### src/rtl/mux_n_stream_pkg.sv
// rtl/mux_n_stream_pkg.sv - shared constants and lock-state type for the N-channel stream mux
package mux_n_stream_pkg;

  localparam logic MODE_FIXED = 1'b0;
  localparam logic MODE_RR    = 1'b1;

  typedef enum logic {
    ST_IDLE   = 1'b0,
    ST_LOCKED = 1'b1
  } lock_state_t;

endpackage

### src/rtl/mux_n_stream_if.sv
// rtl/mux_n_stream_if.sv - producer-side and consumer-side stream signals of the N-channel mux
interface mux_n_stream_if #(
  parameter int N_CH = 4,
  parameter int DW   = 8
);
  localparam int CW = $clog2(N_CH);

  logic [N_CH*DW-1:0] in_data;
  logic [N_CH-1:0]    in_valid;
  logic [N_CH-1:0]    in_last;
  logic [N_CH-1:0]    in_ready;
  logic [DW-1:0]      out_data;
  logic [CW-1:0]      out_chan;
  logic               out_valid;
  logic               out_ready;

  // slave: the mux itself; master: whatever drives the producers and consumer
  modport slave (
    input  in_data, in_valid, in_last, out_ready,
    output in_ready, out_data, out_chan, out_valid
  );

  modport master (
    output in_data, in_valid, in_last, out_ready,
    input  in_ready, out_data, out_chan, out_valid
  );
endinterface

### src/rtl/mux_n_stream_rr_arbiter_n.sv
// rtl/mux_n_stream_rr_arbiter_n.sv - combinational round-robin search from a pointer, wrapping at N_CH-1
module rr_arbiter_n #(
  parameter int N_CH = 4,
  parameter int CW   = $clog2(N_CH)
) (
  input  logic [N_CH-1:0] valid,
  input  logic [CW-1:0]   ptr,
  output logic [N_CH-1:0] grant,
  output logic [CW-1:0]   idx
);

  int  c;
  logic found;

  always_comb begin
    grant = '0;
    idx   = '0;
    found = 1'b0;
    c     = 0;
    for (int i = 0; i < N_CH; i++) begin
      c = int'(ptr) + i;
      if (c >= N_CH) c = c - N_CH;
      if (!found && valid[c]) begin
        found    = 1'b1;
        grant[c] = 1'b1;
        idx      = CW'(c);
      end
    end
  end

endmodule

### src/rtl/mux_n_stream.sv
// rtl/mux_n_stream.sv - N-channel stream mux, fixed or round-robin select, registered output
// Packet lock (hold grant until in_last) is built when MUX_N_STREAM_PKT_LOCK_EN is defined.
module mux_n_stream
  import mux_n_stream_pkg::*;
#(
  parameter int N_CH = 4,
  parameter int DW   = 8
) (
  input  logic                    clk,
  input  logic                    rst_n,
  input  logic                    mode,
  input  logic [$clog2(N_CH)-1:0] sel,
  mux_n_stream_if.slave           s
);

  localparam int CW = $clog2(N_CH);

  logic [CW-1:0]   ptr_q;
  logic [N_CH-1:0] rr_grant;
  logic [CW-1:0]   rr_idx;
  logic [N_CH-1:0] grant;
  logic [CW-1:0]   gidx;
  logic [DW-1:0]   data_sel;
  logic            load_en;
  logic            xfer;
  logic            locked;
  logic [CW-1:0]   lock_ch;

  logic            out_valid_q;
  logic [DW-1:0]   out_data_q;
  logic [CW-1:0]   out_chan_q;

  rr_arbiter_n #(.N_CH(N_CH), .CW(CW)) u_arb (
    .valid (s.in_valid),
    .ptr   (ptr_q),
    .grant (rr_grant),
    .idx   (rr_idx)
  );

  // a locked packet overrides both mode and sel
  always_comb begin
    grant = '0;
    gidx  = '0;
    if (locked) begin
      if (s.in_valid[lock_ch]) begin
        grant[lock_ch] = 1'b1;
        gidx           = lock_ch;
      end
    end else if (mode == MODE_RR) begin
      grant = rr_grant;
      gidx  = rr_idx;
    end else if (int'(sel) < N_CH && s.in_valid[sel]) begin
      grant[sel] = 1'b1;
      gidx       = sel;
    end
  end

  always_comb begin
    data_sel = '0;
    for (int i = 0; i < N_CH; i++) begin
      if (grant[i]) data_sel = s.in_data[i*DW +: DW];
    end
  end

  assign load_en    = !out_valid_q || s.out_ready;
  assign xfer       = load_en && (|grant);
  assign s.in_ready = (rst_n && load_en) ? grant : '0;

  always_ff @(posedge clk or negedge rst_n) begin
    if (!rst_n) begin
      out_valid_q <= 1'b0;
      out_data_q  <= '0;
      out_chan_q  <= '0;
      ptr_q       <= '0;
    end else if (xfer) begin
      out_valid_q <= 1'b1;
      out_data_q  <= data_sel;
      out_chan_q  <= gidx;
      ptr_q       <= (int'(gidx) == N_CH - 1) ? '0 : gidx + CW'(1);
    end else if (s.out_ready) begin
      out_valid_q <= 1'b0;
    end
  end

  assign s.out_valid = out_valid_q;
  assign s.out_data  = out_data_q;
  assign s.out_chan  = out_chan_q;

`ifdef MUX_N_STREAM_PKT_LOCK_EN
  lock_state_t state_q, state_d;
  logic [CW-1:0] lock_ch_q, lock_ch_d;

  always_ff @(posedge clk or negedge rst_n) begin
    if (!rst_n) begin
      state_q   <= ST_IDLE;
      lock_ch_q <= '0;
    end else begin
      state_q   <= state_d;
      lock_ch_q <= lock_ch_d;
    end
  end

  always_comb begin
    state_d   = state_q;
    lock_ch_d = lock_ch_q;
    case (state_q)
      ST_IDLE: begin
        if (xfer && !s.in_last[gidx]) begin
          state_d   = ST_LOCKED;
          lock_ch_d = gidx;
        end
      end
      ST_LOCKED: begin
        if (xfer && s.in_last[lock_ch_q]) state_d = ST_IDLE;
      end
      default: state_d = ST_IDLE;
    endcase
  end

  assign locked  = (state_q == ST_LOCKED);
  assign lock_ch = lock_ch_q;
`else
  logic unused_last;

  assign unused_last = ^s.in_last;
  assign locked      = 1'b0;
  assign lock_ch     = '0;
`endif

endmodule

### src/flat_wrapper.sv
// flat-port wrapper written by rule: the top's interface ports become plain ports
module mux_n_stream_flat import mux_n_stream_pkg::*;
#(
  parameter int N_CH = 4,
  parameter int DW   = 8
)
  (clk, rst_n, mode, sel, s_in_data, s_in_valid, s_in_last, s_out_ready, s_in_ready, s_out_data, s_out_chan, s_out_valid);
  mux_n_stream_if #(.N_CH(N_CH), .DW(DW)) s_i ();
  input  logic clk;
  input  logic rst_n;
  input  logic mode;
  input  logic [$clog2(N_CH)-1:0] sel;
  input wire logic [$bits(s_i.in_data)-1:0] s_in_data;
  input wire logic [$bits(s_i.in_valid)-1:0] s_in_valid;
  input wire logic [$bits(s_i.in_last)-1:0] s_in_last;
  input wire logic [$bits(s_i.out_ready)-1:0] s_out_ready;
  output wire logic [$bits(s_i.in_ready)-1:0] s_in_ready;
  output wire logic [$bits(s_i.out_data)-1:0] s_out_data;
  output wire logic [$bits(s_i.out_chan)-1:0] s_out_chan;
  output wire logic [$bits(s_i.out_valid)-1:0] s_out_valid;
  assign s_i.in_data = s_in_data;
  assign s_i.in_valid = s_in_valid;
  assign s_i.in_last = s_in_last;
  assign s_i.out_ready = s_out_ready;
  assign s_in_ready = s_i.in_ready;
  assign s_out_data = s_i.out_data;
  assign s_out_chan = s_i.out_chan;
  assign s_out_valid = s_i.out_valid;
  mux_n_stream #(.N_CH(N_CH), .DW(DW)) u_core (.clk(clk), .rst_n(rst_n), .mode(mode), .sel(sel), .s(s_i));
endmodule
### config.mk
export PLATFORM = sky130hd
export DESIGN_NAME = mux_n_stream_flat
export DESIGN_NICKNAME = d
export VERILOG_FILES = /design/src/rtl/mux_n_stream_pkg.sv /design/src/rtl/mux_n_stream_if.sv /design/src/rtl/mux_n_stream_rr_arbiter_n.sv /design/src/rtl/mux_n_stream.sv /design/src/flat_wrapper.sv
export SDC_FILE = /design/constraint.sdc
export NUM_CORES = 1
export LEC_CHECK = 0
export CAP_MARGIN = 10
export CORE_AREA = 2 2 57 65
export DETAILED_ROUTE_END_ITERATION = 10
export DIE_AREA = 0 0 59 67
export PLACE_DENSITY = 0.84
export SLEW_MARGIN = 0
export SYNTH_ARGS = -nofsm -noshare
export SYNTH_HDL_FRONTEND = slang
export SYNTH_SLANG_ARGS = --single-unit
### constraint.sdc
create_clock -name clk -period 10.2 [get_ports clk]
set_clock_uncertainty 0.15 [all_clocks]
set_input_delay 1.53 -clock clk [delete_from_list [all_inputs] [get_ports clk]]
set_output_delay 1.53 -clock clk [all_outputs]
set_load 0.02 [all_outputs]
==> results.yml <==
logic_synthesis:
  synth_area_leaders: "dfrtp_1 22%, nand2_1 6.3%, nor2_1 6.0%"
  synth_most_common_cell: "nand2_1"
  synth_xor_area_share_pct: 0.584
  yosysTopAreaCell: "dfrtp_1"
  ys_async_sr_fraction_pct: 100
  synth-simple-area-share_pct: 25.8
  synth_top_area_share_pct: 21.7
  syn-num-nets: 236
  yosysSeqAreaShare_pct: 21.7
  syn_inst: 183
  synth_cell_type_count: 47
  synth_edf_count: 0
  synth_warnings: 0
  syn_avg_cell_area_sq_um: 8.19
  ys.flop_type: "dfrtp_1"
  muxShareOfSynthArea_pct: 7.93
  synthAdderAreaFrac_pct: 5.84
  yosys-top-cells-count: "25 x nand2_1, 24 x nor2_1, 13 x a31oi_1, 13 x dfrtp_1"
  synth_top_family_by_area: "compound AO/OA/AOI/OAI gates"
  syn_area_sq_um: 1500
  synth_compound_gate_area_share_pct: 29.3
  synth_seq_cells: 13
worst_setup_path:
  cp-start-kind: "input port"
  startpoint: "s_in_valid[0]"
  rrSetupSlack_ps: 5790
  worstPathRequired_ps: 8520
  critical_path_class: "in -> out"
  regToRegStartpoint: "u_core.ptr_q[0]$_DFFE_PN0P_"
  arrival_ps: 4550
  end_kind: "output port"
  crit_end: "s_in_ready[0]"
  r2r_cells: 9
  cp_max_fo: 12
  worst_r2r_endpoint: "u_core.s.out_data[7]$_DFFE_PN0P_"
clock_tree:
  cts.sinks: 13
  cts_setup_buffers: 0
  root_buffer: "clkbuf_4"
  cts_buffers: 3
  clk_latency_ps: 280
  h-tree-depth: 1
  cts_hold_buf: 0
  cts_resized: 0
  path_clk_slew_ps: 90
  cts_tree: "yes"
  clockBufferDepth: 2
sta:
  slew_violations: 0
  tightest_slew_ps: 817
  fmax_ghz: 0.160
  layout_min_cycle_time_ps: 6230
  rsz0062_at_grt: "false"
  setup_viol: 0
  fin_crit_sh_pct: 61.1
  hold_ws_ps: 341
  finalHoldViolations: 0
  fin_tns_setup_ps: 0
  relSlewSlack_pct: 45.5
grt:
  grt_max_degree: 21
  first_global_vias: 1405
  grt_pass1_wl_mm: 6.44
  antenna_found_initial: 0
  gr-usage-all-layers_pct: 21.0
  overflow: 0
floorplan:
  rows: 22
  io_pins: 61
  start_util_pct: 46.1
  dieArea_sq_um: 3950
  core_sq_um: 3250
  die_h_um: 67
  die_w_um: 59
power:
  ir_drop_uv: 121
  switching_share_pct: 47.7
  p_leak_nw: 0.785
  power_frac_seq_pct: 21.6
  clockPowerShare_pct: 7.2
  switchingPower_mw: 0.225
  powerDensity_nw_per_um2: 231
  comb_power_share_pct: 71.2
  internal_power_mw: 0.246
drt:
  wl_per_cell_um: 15.6
  drc: 0
  dr.pass1.iters: 4
  routed_via_density: 5.96
  wl_mm: 4.15
  dr_total_vias: 1586
  ant_nets: 0
  drtIter0Drc: 80
finish:
  seq_area_sq_um: 325
  n_antenna_cell: 0
  area_delta_synth_final_pct: 36.1
  final_nets: 284
  multi_input_area_sq_um: 1040
  final_util_pct: 62.8
  nFillCells: 294
  drive_above_1_share_pct: 7.39
worst_hold_path:
  hold_start: "u_core.s.out_chan[1]$_DFFE_PN0P_"
  hp-class: "reg -> reg"
place:
  dp_hpwl_mm: 3.16
  gp_congestion: 0.859
  port_buffers: 56
run_status:
  status: "finished clean"
run:
  cap_viol_max_count: 0
worst min path at each step:
stage / endpoint / slack [ps] / cells past startpoint
2_1_floorplan: u_core.s.out_chan[1]$_DFFE_PN0P_ / 430 / 2
3_3_place_gp: u_core.s.out_chan[1]$_DFFE_PN0P_ / 310 / 2
3_5_place_dp: u_core.s.out_chan[1]$_DFFE_PN0P_ / 320 / 2
4_1_cts: u_core.s.out_chan[1]$_DFFE_PN0P_ / 350 / 2
5_1_grt: u_core.s.out_chan[1]$_DFFE_PN0P_ / 380 / 2
6_report: u_core.s.out_chan[1]$_DFFE_PN0P_ / 340 / 2
metrics by stage:
stage | setup slack [ps] | instances | area [sq um] | total power [mW]
after floorplan | 5060 | 183 | 1500 | 0.345
after global placement | 3990 | 262 | 2010 | 0.432
after detailed placement | 3990 | 262 | 2010 | 0.438
after CTS | 3980 | 266 | 2040 | 0.475
after global routing | 3740 | 266 | 2040 | 0.511
final | 3970 | 266 | 2040 | 0.470
flip-flops by register name, summed over array words and instances (netlist names):
register and flops:
u_core.s.out_data 8, u_core.s.out_valid 1, u_core.s.out_chan 2, u_core.ptr_q 2
placed cells by master, fill, tap and decap left out, types with 2 or more instances in the layout:
cell type        count
clkdlybuf4s50_1     56
nand2_1             25
nor2_1              24
a31oi_1             13
dfrtp_1             13
nand3_1              8
a311o_1              8
inv_1                7
nor2b_1              7
ha_1                 7
a21oi_1              6
o31ai_1              5
mux2i_1              4
nor3b_1              4
mux4_2               3
o21ai_0              3
clkbuf_4             3
nand2b_1             2
and2_1               2
a21o_1               2
buf_4                2
power groups by stage:
stage	combinational, mW	sequential [mW]	clock, mW
after floorplan	0.225	0.120	0
after global routing	0.367	0.106	0.0385
after detailed placement	0.335	0.104	0
final	0.335	0.102	0.0339
after CTS	0.336	0.102	0.0362
after global placement	0.330	0.102	0
layer usage:
layer | part of all wire, % | track usage, % | vias up
met1 | 43 | 26.9 | 749
met4 | 0.92 | 6.25 | 0
met3 | 4.9 | 2.33 | 6
met2 | 51 | 36.4 | 61
li1 | - | - | 770
met5 | 0 | 0 | -
layout make-up:
class                           instances  area share, %
Sequential cell                        13           16.0
Timing Repair Buffer                   58           28.2
Multi-Input combinational cell        148           51.0
Tap cell                               36           2.21
Inverter                                7           1.29
Clock buffer                            4           1.29
kinds of logic after synthesis:
family,count (synthesis)
adder cells (fa/ha/maj),7
XOR/XNOR,1
buffers and inverters,22
AO/OA/AOI/OAI,52
AND/OR/NAND/NOR,80
flip-flops,13
multiplexers,8
critical path, cell delays in order:
cell             delay [ps]
clkdlybuf4s50_1         610
or3b_1                  470
a2111oi_4               430
o31ai_1                 140
a41oi_2                 550
nor2b_1                 200
clkdlybuf4s50_1         610
Power figures use the tool's default switching activity.
